### src/rtl/ram_access_scheduler.sv
// ram_access_scheduler: exclusive LOAD/PROC/DUMP mode controller owning the image RAM; define SCHED_DEBOUNCE_EN to debounce the ACT inputs
`timescale 1ns/1ps
module ram_access_scheduler #(
    parameter int ADDR_W    = 16,
    parameter int DATA_W    = 8,
    parameter int IMG_WORDS = 65536,
    parameter int DEB_CYC   = 1000
) (
    input  logic              clk,
    input  logic              rst,
    input  logic              PC_RAM_ACT,
    input  logic              PROCESS_ACT,
    input  logic              RAM_PC_ACT,
    input  logic              rx_valid,
    input  logic [DATA_W-1:0] rx_data,
    input  logic              tx_busy,
    output logic              tx_start,
    output logic [DATA_W-1:0] tx_data,
    output logic              proc_start,
    input  logic              proc_done,
    output logic              proc_grant,
    output logic [ADDR_W-1:0] ram_addr,
    output logic [DATA_W-1:0] ram_din,
    output logic              ram_we,
    input  logic [DATA_W-1:0] ram_dout,
    output logic [2:0]        mode,
    output logic              done
);
    typedef enum logic [2:0] {IDLE, LOAD, PROC_GO, PROC_WAIT, DUMP_RD, DUMP_CAP, DUMP_TX, DUMP_ACK} state_t;
    localparam logic [ADDR_W-1:0] LAST = ADDR_W'(IMG_WORDS - 1);

    if (DEB_CYC < 1 || IMG_WORDS < 1 || IMG_WORDS > 2 ** ADDR_W) begin : g_bad_cfg
        $error("ram_access_scheduler: bad parameter set");
    end

    state_t            state_q, state_d;
    logic [ADDR_W-1:0] addr_q, addr_d, ram_addr_q, ram_addr_d, addr_nx;
    logic [DATA_W-1:0] ram_din_q, ram_din_d, tx_data_q, tx_data_d;
    logic              ram_we_q, ram_we_d, tx_start_q, tx_start_d, proc_start_q, proc_start_d;
    logic              proc_grant_q, proc_grant_d, done_q, done_d, skip_q, skip_d, last;
    logic [2:0]        sync1_q, sync1_d, sync2_q, sync2_d, prev_q, prev_d, filt, req;

`ifdef SCHED_DEBOUNCE_EN
    localparam int CW = $clog2(DEB_CYC + 1);
    logic [2:0][CW-1:0] cnt_q, cnt_d;
    logic [2:0]         filt_q, filt_d;
    always_comb begin
        cnt_d  = cnt_q;
        filt_d = filt_q;
        for (int i = 0; i < 3; i++) begin
            filt_d[i] = (sync2_q[i] != filt_q[i] && cnt_q[i] == CW'(DEB_CYC - 1)) ? sync2_q[i] : filt_q[i];
            cnt_d[i]  = (sync2_q[i] == filt_q[i] || cnt_q[i] == CW'(DEB_CYC - 1)) ? '0 : cnt_q[i] + 1'b1;
        end
    end
    always_ff @(posedge clk) begin
        if (rst) begin
            cnt_q  <= '0;
            filt_q <= '0;
        end else begin
            cnt_q  <= cnt_d;
            filt_q <= filt_d;
        end
    end
    assign filt = filt_q;
`else
    assign filt = sync2_q;
`endif

    assign req     = filt & ~prev_q;
    assign last    = addr_q == LAST;
    assign addr_nx = last ? '0 : addr_q + 1'b1;

    always_comb begin
        sync1_d      = {RAM_PC_ACT, PROCESS_ACT, PC_RAM_ACT};
        sync2_d      = sync1_q;
        prev_d       = filt;
        state_d      = state_q;
        addr_d       = addr_q;
        ram_addr_d   = ram_addr_q;
        ram_din_d    = ram_din_q;
        tx_data_d    = tx_data_q;
        proc_grant_d = proc_grant_q;
        ram_we_d     = 1'b0;
        tx_start_d   = 1'b0;
        proc_start_d = 1'b0;
        done_d       = 1'b0;
        skip_d       = 1'b0;
        case (state_q)
            IDLE: begin
                addr_d = '0;
                if (req[0]) begin
                    state_d = LOAD;
                end else if (req[1]) begin
                    state_d      = PROC_GO;
                    proc_start_d = 1'b1;
                    proc_grant_d = 1'b1;
                end else if (req[2]) begin
                    state_d    = DUMP_RD;
                    ram_addr_d = '0;
                end
            end
            LOAD: if (rx_valid) begin
                ram_we_d   = 1'b1;
                ram_din_d  = rx_data;
                ram_addr_d = addr_q;
                addr_d     = addr_nx;
                done_d     = last;
                state_d    = last ? IDLE : LOAD;
            end
            PROC_GO:   state_d = PROC_WAIT;
            PROC_WAIT: if (proc_done) begin
                state_d      = IDLE;
                proc_grant_d = 1'b0;
                done_d       = 1'b1;
            end
            DUMP_RD:   state_d = DUMP_CAP;
            DUMP_CAP: begin
                tx_data_d = ram_dout;
                state_d   = DUMP_TX;
            end
            DUMP_TX: if (!tx_busy) begin
                tx_start_d = 1'b1;
                skip_d     = 1'b1;
                state_d    = DUMP_ACK;
            end
            DUMP_ACK: if (!skip_q && !tx_busy) begin
                addr_d     = addr_nx;
                ram_addr_d = addr_nx;
                done_d     = last;
                state_d    = last ? IDLE : DUMP_RD;
            end
            default: state_d = IDLE;
        endcase
    end

    always_ff @(posedge clk) begin
        if (rst) begin
            state_q      <= IDLE;
            addr_q       <= '0;
            ram_addr_q   <= '0;
            ram_din_q    <= '0;
            tx_data_q    <= '0;
            ram_we_q     <= 1'b0;
            tx_start_q   <= 1'b0;
            proc_start_q <= 1'b0;
            proc_grant_q <= 1'b0;
            done_q       <= 1'b0;
            skip_q       <= 1'b0;
            sync1_q      <= '0;
            sync2_q      <= '0;
            prev_q       <= '0;
        end else begin
            state_q      <= state_d;
            addr_q       <= addr_d;
            ram_addr_q   <= ram_addr_d;
            ram_din_q    <= ram_din_d;
            tx_data_q    <= tx_data_d;
            ram_we_q     <= ram_we_d;
            tx_start_q   <= tx_start_d;
            proc_start_q <= proc_start_d;
            proc_grant_q <= proc_grant_d;
            done_q       <= done_d;
            skip_q       <= skip_d;
            sync1_q      <= sync1_d;
            sync2_q      <= sync2_d;
            prev_q       <= prev_d;
        end
    end

    assign tx_start   = tx_start_q;
    assign tx_data    = tx_data_q;
    assign proc_start = proc_start_q;
    assign proc_grant = proc_grant_q;
    assign ram_addr   = ram_addr_q;
    assign ram_din    = ram_din_q;
    assign ram_we     = ram_we_q;
    assign mode       = state_q;
    assign done       = done_q;
endmodule
### config.mk
export PLATFORM = sky130hd
export DESIGN_NAME = ram_access_scheduler
export DESIGN_NICKNAME = d
export VERILOG_FILES = /design/src/rtl/ram_access_scheduler.sv
export SDC_FILE = /design/constraint.sdc
export NUM_CORES = 1
export LEC_CHECK = 0
export BUFFER_PORTS_ARGS = -buffer_cell sky130_fd_sc_hd__buf_4
export CELL_PAD_IN_SITES_DETAIL_PLACEMENT = 1
export CELL_PAD_IN_SITES_GLOBAL_PLACEMENT = 2
export CORE_MARGIN = 8
export CORE_UTILIZATION = 32
export CTS_CLUSTER_DIAMETER = 80
export CTS_CLUSTER_SIZE = 25
export DETAILED_ROUTE_END_ITERATION = 8
export PLACE_DENSITY = 0.81
export SYNTH_ARGS = -nofsm -noshare
export SYNTH_HDL_FRONTEND = slang
export SYNTH_SLANG_ARGS = --single-unit
### constraint.sdc
create_clock -name clk -period 2.82 [get_ports clk]
set_input_delay 0.141 -clock clk [delete_from_list [all_inputs] [get_ports clk]]
set_output_delay 0.141 -clock clk [all_outputs]
set_load 0.05 [all_outputs]
==> results of run 1 <==
[area by class of cell]
class	instances	area, um^2	share of cell area, %
clock buffers	10	138	3.61
clock inverters	6	115	3.02
inverters	5	18.8	0.492
multi-input cells	258	1510	39.5
flip-flops and latches	65	1300	34.1
well taps	111	139	3.64
repair buffers	78	596	15.6
[per-layer routing]
layer / wire, um / up-vias
li1: - / 1406
met1: 3960 / 1341
met2: 4140 / 65
met3: 655 / 8
met4: 104 / 0
met5: 0 / -
[kinds of logic (layout without fill, tap and decap cells)]
group / Yosys count / count (layout)
buffers and inverters: 29 / 99
adder cells (fa/ha/maj): 1 / 1
multiplexers: 13 / 13
AO/OA/AOI/OAI: 95 / 95
AND/OR/NAND/NOR: 148 / 148
flip-flops: 65 / 65
XOR/XNOR: 1 / 1
[metrics by stage]
step	instance area, um^2	power (mW)	util [%]
finish	3820	2.51	41.7
global route	3820	2.63	41.7
floorplan	2990	1.38	-
detailed placement	3520	1.53	38.5
CTS	3820	2.55	41.7
global placement	3520	1.52	38.5
[Yosys cell counts, drive strengths merged, types with 6 or more instances]
cell	count	share of area, %
a211oi	13	3.3
a21oi	33	5.5
a22oi	6	1.5
a311oi	8	2.6
buf	10	3.4
clkbuf	14	1.9
dfxtp	65	44
mux2i	13	4.4
nand2	34	4.3
nand3	12	2.4
nor2	47	5.9
nor2b	11	2.3
nor3	7	1.2
o21ai	22	3.7
or3	8	1.7
[path summary, 6_finish.rpt]
path                                  start           end  cells past startpoint
worst max-delay path              addr_q[0]  ram_addr[14]                      5
worst min-delay path            ram_dout[6]    tx_data[6]                      3
worst max register to register    addr_q[0]  ram_addr[14]                      5
worst min register to register   sync1_q[2]       filt[2]                      1
[power groups by stage]
stage	Sequential, mW	Clock, mW	Combinational (mW)
after floorplan	1.19	0	0.190
after global placement	1.02	0	0.502
after detailed placement	1.03	0	0.505
after CTS	1.00	1.03	0.510
after global routing	1.01	1.08	0.543
final	1.00	1.00	0.504
[registers in the layout (all words and copies together), names as in the netlist]
signal      cells
done            1
filt            3
mode            3
ram_we          1
skip_q          1
tx_data         8
ram_din         8
proc_grant      1
proc_start      1
sync1_q         3
ram_addr       16
addr_q         16
prev_q          3
[worst max-delay path: stages, from the launching register on]
cell and delay [ns]:
dfxtp_1 0.43, ha_1 0.30, nand3_4 0.14, or4_1 0.67
or4_4 0.56, a311oi_2 0.26
==> impl_results.md, run 1 <==
- Run status: finished clean
- Total of fill cells in the finished design: ~1100
- PostCTS Resize Cnt: 0
- Most used routing layer: met2
- Vias in the first global route: 3004
- Vias post-DR: around 2800
- Total length of routed wires: between 8000 and 9000 um
- Post-cts hold buffer count: 4
- Crit start category: flip-flop
- Actual transition at the worst max-transition pin: about 0.63 ns
- Leakage: 1.47 nW
- Worst slack on hold paths: 0.0239 ns
- Detailed Route Iter0 Violations: 84
- Multiplexer share of the synthesized area: between 4 and 5%
- Placed cells: roughly 510
- Unrepaired setup endpoints after global routing: no
- TritonCTS sink count: between 60 and 70
- Count of final max-slew check failures: 0
- Clock buffers created by TritonCTS: 9
- Setup Buffers After CTS: 0
- Net switching share of the total power: between 30% and 40%
- Post-synthesis register bit count: 65
- M1 GR Usage: 17.4%
- Later-pin clock latency in the skew report: 0.35 ns
- Part of the power in registers: roughly 40%
- Final min period: about 2.5 ns
- Synthesis warning total: 0
- Flop-to-flop setup slack: around 0.37 ns
- Synthesized area: 2990 um^2
- Via density per instance: between 5 and 6
- Synthesized-area fraction occupied by and/or/nand/nor cells: between 20% and 30%
- Worst setup path category: flip-flop to flip-flop
- Post-route fraction of the period consumed by the critical path: 86.9%
- Number of enable-type register cells in the synthesized netlist: 0
- Die X-Extent: between 100 and 150 um
- Clock slew at reported path FFs: around 0.080 ns
- Area growth, synth to finish: 27.7%
- Fraction of final layout cells with drive strength greater than 1: 23.5%
- Remaining global-route overflow: 0
- CTS tree: done
- Required time at the worst-slack endpoint: roughly 3.1 ns
- Hold violation total from the final report: 0
- First-pass GRT wire length: 15100 um
- Switching pwr: approximately 0.75 mW
- Fraction of synthesized cell area in xor and xnor cells: 0.293%
- Max capacitance violation total: 0
- Combinational family with the most area after synthesis: simple AND/OR/NAND/NOR gates
- Setup TNS: 0 ns
- Maximum clock rate: 408 MHz
- Commonest cells after routing, fill and taps aside: 74 x buf_4, 65 x dfxtp_1, 47 x nor2_1
- Average footprint of a synthesized cell: ~8.5 um^2
- Proportion of synthesized flip-flops having asynchronous set or reset: 0%
- Clock Skew: approximately 0.011 ns
- Buffer depth of the longest clock path: 2
- Post-detailed-route count of antenna-violating nets: 0
- Hold Crit Class: input pin to flip-flop
- Maximum number of pins on one net before global-route repair: 53
- Maximum level of the CTS H-tree: 3
- Std-Cell Core Area: approximately 9000 um^2
- Final Worst Setup Slack: between 0.3 and 0.4 ns
- GP Congestion: 0.810
- Initial antenna violation count: 0
- Met2 track demand over resource in global routing: roughly a quarter
- Power density relative to cell area: 657 nW/um^2
- Die H: 113 um
- Worst max-slew margin expressed relative to the limit: just under 60%
- Number of unique standard cell types used by synthesis: 50
- Most instantiated flip-flop cell in the synthesis netlist: dfxtp_1
- Setup-failing EPs final: 0
- Final routed DRC violation total: 0
- Post-layout instance count excluding filler cells: 533
- Internal power consumption: ~1.8 mW
- Detailed Routing Iterations Pass 1: 4
- Placement Setup Slack: approximately 0.37 ns
- Worst-path maximum fanout: 9
- Net count of the finished layout: between 400 and 500
- Grt met3 use: about 5.8%
- Top-level I/O count: 64
- Synthesized netlist net count: ~380
- Comb power frac: between 20 and 25%
- Arrival time of data at the critical path endpoint: around 2.7 ns
- Relative contribution of the clock network to total power: 39.9%
- Total Die Area: between 10000 and 15000 um^2
- Most common cell after layout, fill and taps aside: buf_4
- Routed length per placed instance: 16.6 um
- Number of port buffers: between 60 and 70
- Hpwl dp: around 6500 um
- Compound-Gate Fraction of Synth Area: between 20 and 25%
- Adder-cell area share of the yosys netlist: less than 1%
- Maximum resistive drop on vdd: around 0.00023 V
- CP endpoint kind: flip-flop
- Antenna diode count: 0
- Starting density of the core: around a third
- Total global-route track usage: 14.6%
- Mapped Cells: between 300 and 400
- Std-Cell Rows: 35
- Clk Tree Root Cell: clkbuf_8
- Post-synthesis sequential area ratio: 43.6%
No activity file was read; power rests on OpenSTA's default activity.
==> run 2, diff against run 1 <==
--- a/config.mk
+++ b/config.mk
@@ -9,11 +9,12 @@
 export CELL_PAD_IN_SITES_DETAIL_PLACEMENT = 1
 export CELL_PAD_IN_SITES_GLOBAL_PLACEMENT = 2
 export CORE_MARGIN = 8
-export CORE_UTILIZATION = 32
+export CORE_UTILIZATION = 33
+export CTS_BUF_LIST = sky130_fd_sc_hd__clkbuf_8
 export CTS_CLUSTER_DIAMETER = 80
 export CTS_CLUSTER_SIZE = 25
 export DETAILED_ROUTE_END_ITERATION = 8
-export PLACE_DENSITY = 0.81
+export PLACE_DENSITY = 0.83
 export SYNTH_ARGS = -nofsm -noshare
 export SYNTH_HDL_FRONTEND = slang
 export SYNTH_SLANG_ARGS = --single-unit
==> run 2 against run 1 <==
Against the previous run:
- total power decreased by 8.4%
- hold slack got worse by 0.011 ns
- count of clock-buffer cells in the layout unchanged
- utilization increased by 1.2 points
- fmax increased by 0.89%
- sequential power about the same
- global-route usage increased by 0.051 points
- via count increased by 0.67%
- non-clock buffer count increased by 1
- routed wire length decreased by 1.0%
- die area decreased by 2.6%
- critical path type unchanged
- largest cell class unchanged
- highest routed layer unchanged
==> impl_results.md, run 2 (synthesis gave the netlist of run 1 again) <==
- Crit start category: flip-flop
- Starting density of the core: 34.1% (+1.4 points)
- Post-detailed-route count of antenna-violating nets: 0 (unchanged)
- Detailed Routing Iterations Pass 1: 4 (unchanged)
- Worst max-slew margin expressed relative to the limit: 52.1% (-5.8 points)
- Worst-path maximum fanout: 9 (unchanged)
- Worst path bufs/invs: 0 (unchanged)
- Part of the power in registers: 43.6% (+3.6 points)
- Final routed DRC violation total: 0 (unchanged)
- Final Worst Setup Slack: 0.390 ns (+0.0216 ns)
- Setup-failing EPs final: 0 (unchanged)
- Commonest cells after routing, fill and taps aside: 76 x buf_4, 65 x dfxtp_1, 47 x nor2_1
- Relative contribution of the clock network to total power: 34.4% (-5.5 points)
- Die H: 111 um (-1.3%)
- Arrival time of data at the critical path endpoint: 2.69 ns (-0.02 ns)
- Hold violation total from the final report: 0 (unchanged)
- Comb power frac: 22.1% (+2.0 points)
- Actual transition at the worst max-transition pin: 0.711 ns (+0.0861 ns)
- Fraction of final layout cells with drive strength greater than 1: 23.6% (+0.18 points)
- Post-cts hold buffer count: 3 (-1)
- Switching pwr: 0.734 mW (-2.7%)
- TritonCTS sink count: 65 (unchanged)
- Clk Tree Root Cell: clkbuf_8
- Total of fill cells in the finished design: 1072 (-2.7%)
- Die X-Extent: 111 um (-1.3%)
- Clock slew at reported path FFs: 0.07 ns (about the same)
- Number of port buffers: 63 (unchanged)
- Initial antenna violation count: 0 (unchanged)
- Critical path, cell by cell: ha_1, nand3_4, or4_1, or4_4, a311oi_2
- Category of cells accounting for the largest share of critical-path delay: simple AND/OR/NAND/NOR gates
- Placement Setup Slack: 0.399 ns (+0.0308 ns)
- Setup TNS: 0 ns (unchanged)
- Unrepaired setup endpoints after global routing: no
- Max incr delay on CP: 0.67 ns (about the same)
- Maximum number of pins on one net before global-route repair: 57 (+7.5%)
- Worst slack on hold paths: 0.0133 ns (-0.0105 ns)
- Top-level I/O count: 64 (unchanged)
- Buffer depth of the longest clock path: 2 (unchanged)
- Final min period: 2.43 ns (-0.0216 ns)
- Hold Crit Class: input pin to flip-flop
- Leakage: 1.46 nW (-1.2%)
- Std-Cell Rows: 34 (-2.9%)
- Internal power consumption: 1.56 mW (-11%)
- Setup Buffers After CTS: 0 (unchanged)
- Vias post-DR: 2839 (+0.67%)
- Std-Cell Core Area: 8760 um^2 (-4.3%)
- Clock Skew: 0.00689 ns (-0.00363 ns)
- CP endpoint kind: flip-flop
- Slowest cell on crit path: or4_1
- Count of final max-slew check failures: 0 (unchanged)
- Maximum resistive drop on vdd: 0.000226 V (-3.4%)
- CTS tree: done
- Post-route fraction of the period consumed by the critical path: 86.2% (-0.76 points)
- Worst setup path category: flip-flop to flip-flop
- Clock buffers created by TritonCTS: 9 (unchanged)
- Run status: finished clean
- Later-pin clock latency in the skew report: 0.34 ns (about the same)
- Most common cell after layout, fill and taps aside: buf_4
- Total global-route track usage: 14.7% (+0.051 points)
- Power density relative to cell area: 611 nW/um^2 (-7.0%)
- Max capacitance violation total: 0 (unchanged)
- Total length of routed wires: 8770 um (-1.0%)
- Maximum clock rate: 412 MHz (+0.89%)
- Post-route total power: 2.30 mW (-8.4%)
- Maximum level of the CTS H-tree: 3 (unchanged)
- First-pass GRT wire length: 15100 um (-0.50%)
- Net switching share of the total power: 32.0% (+1.8 points)
- Total Die Area: 12400 um^2 (-2.6%)
- Area used by sequential logic in the layout: 1300 um^2 (unchanged)
- Placed inst area: 3530 um^2 (+0.32%)
- Remaining global-route overflow: 0 (unchanged)
- Detailed Route Iter0 Violations: 93 (+11%)
- Antenna diode count: 0 (unchanged)
- Routed length per placed instance: 16.5 um (-0.67%)
- Via density per instance: 5.35 (+1.1%)
- Area of the multi-input gates: 1510 um^2 (unchanged)
- Area growth, synth to finish: 25.9%
- Net count of the finished layout: 443 (+0.23%)
- Hpwl dp: 6290 um (-2.8%)
- GP Congestion: 0.795 (-1.9%)
- Required time at the worst-slack endpoint: 3.08 ns (about the same)
- Vias in the first global route: 2987 (-0.57%)
- Final design instance area without fill: 3760 um^2 (-1.4%)
- PostCTS Resize Cnt: 0 (unchanged)
## run 2: cell types whose count changed in the layout (fill, tap and decap cells not counted)
cell	before	now
buf_4	74	76
clkinv_2	0	2
inv_1	5	6
dlygate4sd3_1	4	3
clkinvlp_4	1	2
bufinv_16	3	1
clkinv_4	2	0
## run 2: routing by layer
| metal | global-route usage, % | share of wire [%] | vias up |
|---|---|---|---|
| met1 | 17.3 | 46 | 1384 |
| met2 | 24.0 | 48 | 51 |
| met4 | 5.16 | 0.75 | 0 |
| met3 | 5.41 | 6.1 | 7 |
| met5 | 0 | 0 | - |
| li1 | - | - | 1397 |
## run 2: path summary, 6_finish.rpt
kind              start  slack, ns  depth (start not counted)           end
min reg2reg  sync1_q[0]       0.45                          1       filt[0]
max reg2reg   addr_q[0]       0.39                          5  ram_addr[14]
min          RAM_PC_ACT       0.01                          2    sync1_q[2]
max           addr_q[0]       0.39                          5  ram_addr[14]
## run 2: through the flow
step           cells  util, %
2_1_floorplan    352        -
3_3_place_gp     512     40.3
3_5_place_dp     512     40.3
4_1_cts          531     42.9
5_1_grt          531     42.9
6_report         531     42.9
## run 2: area by class of cell
cell class / instances / area share (%)
clock buffers: 10 / 3.66
clock inverters: 6 / 1.56
inverters: 5 / 0.499
multi-input cells: 258 / 40.1
flip-flops and latches: 65 / 34.6
well taps: 108 / 3.59
repair buffers: 79 / 16.0
## run 2: power by group through the flow
| stage | Combinational (mW) | Clock [mW] | Sequential, mW |
|---|---|---|---|
| 2_1_floorplan | 0.190 | 0 | 1.19 |
| 3_3_place_gp | 0.504 | 0 | 1.02 |
| 3_5_place_dp | 0.509 | 0 | 1.02 |
| 4_1_cts | 0.517 | 0.818 | 1.00 |
| 5_1_grt | 0.557 | 0.868 | 1.01 |
| 6_report | 0.507 | 0.789 | 1.00 |
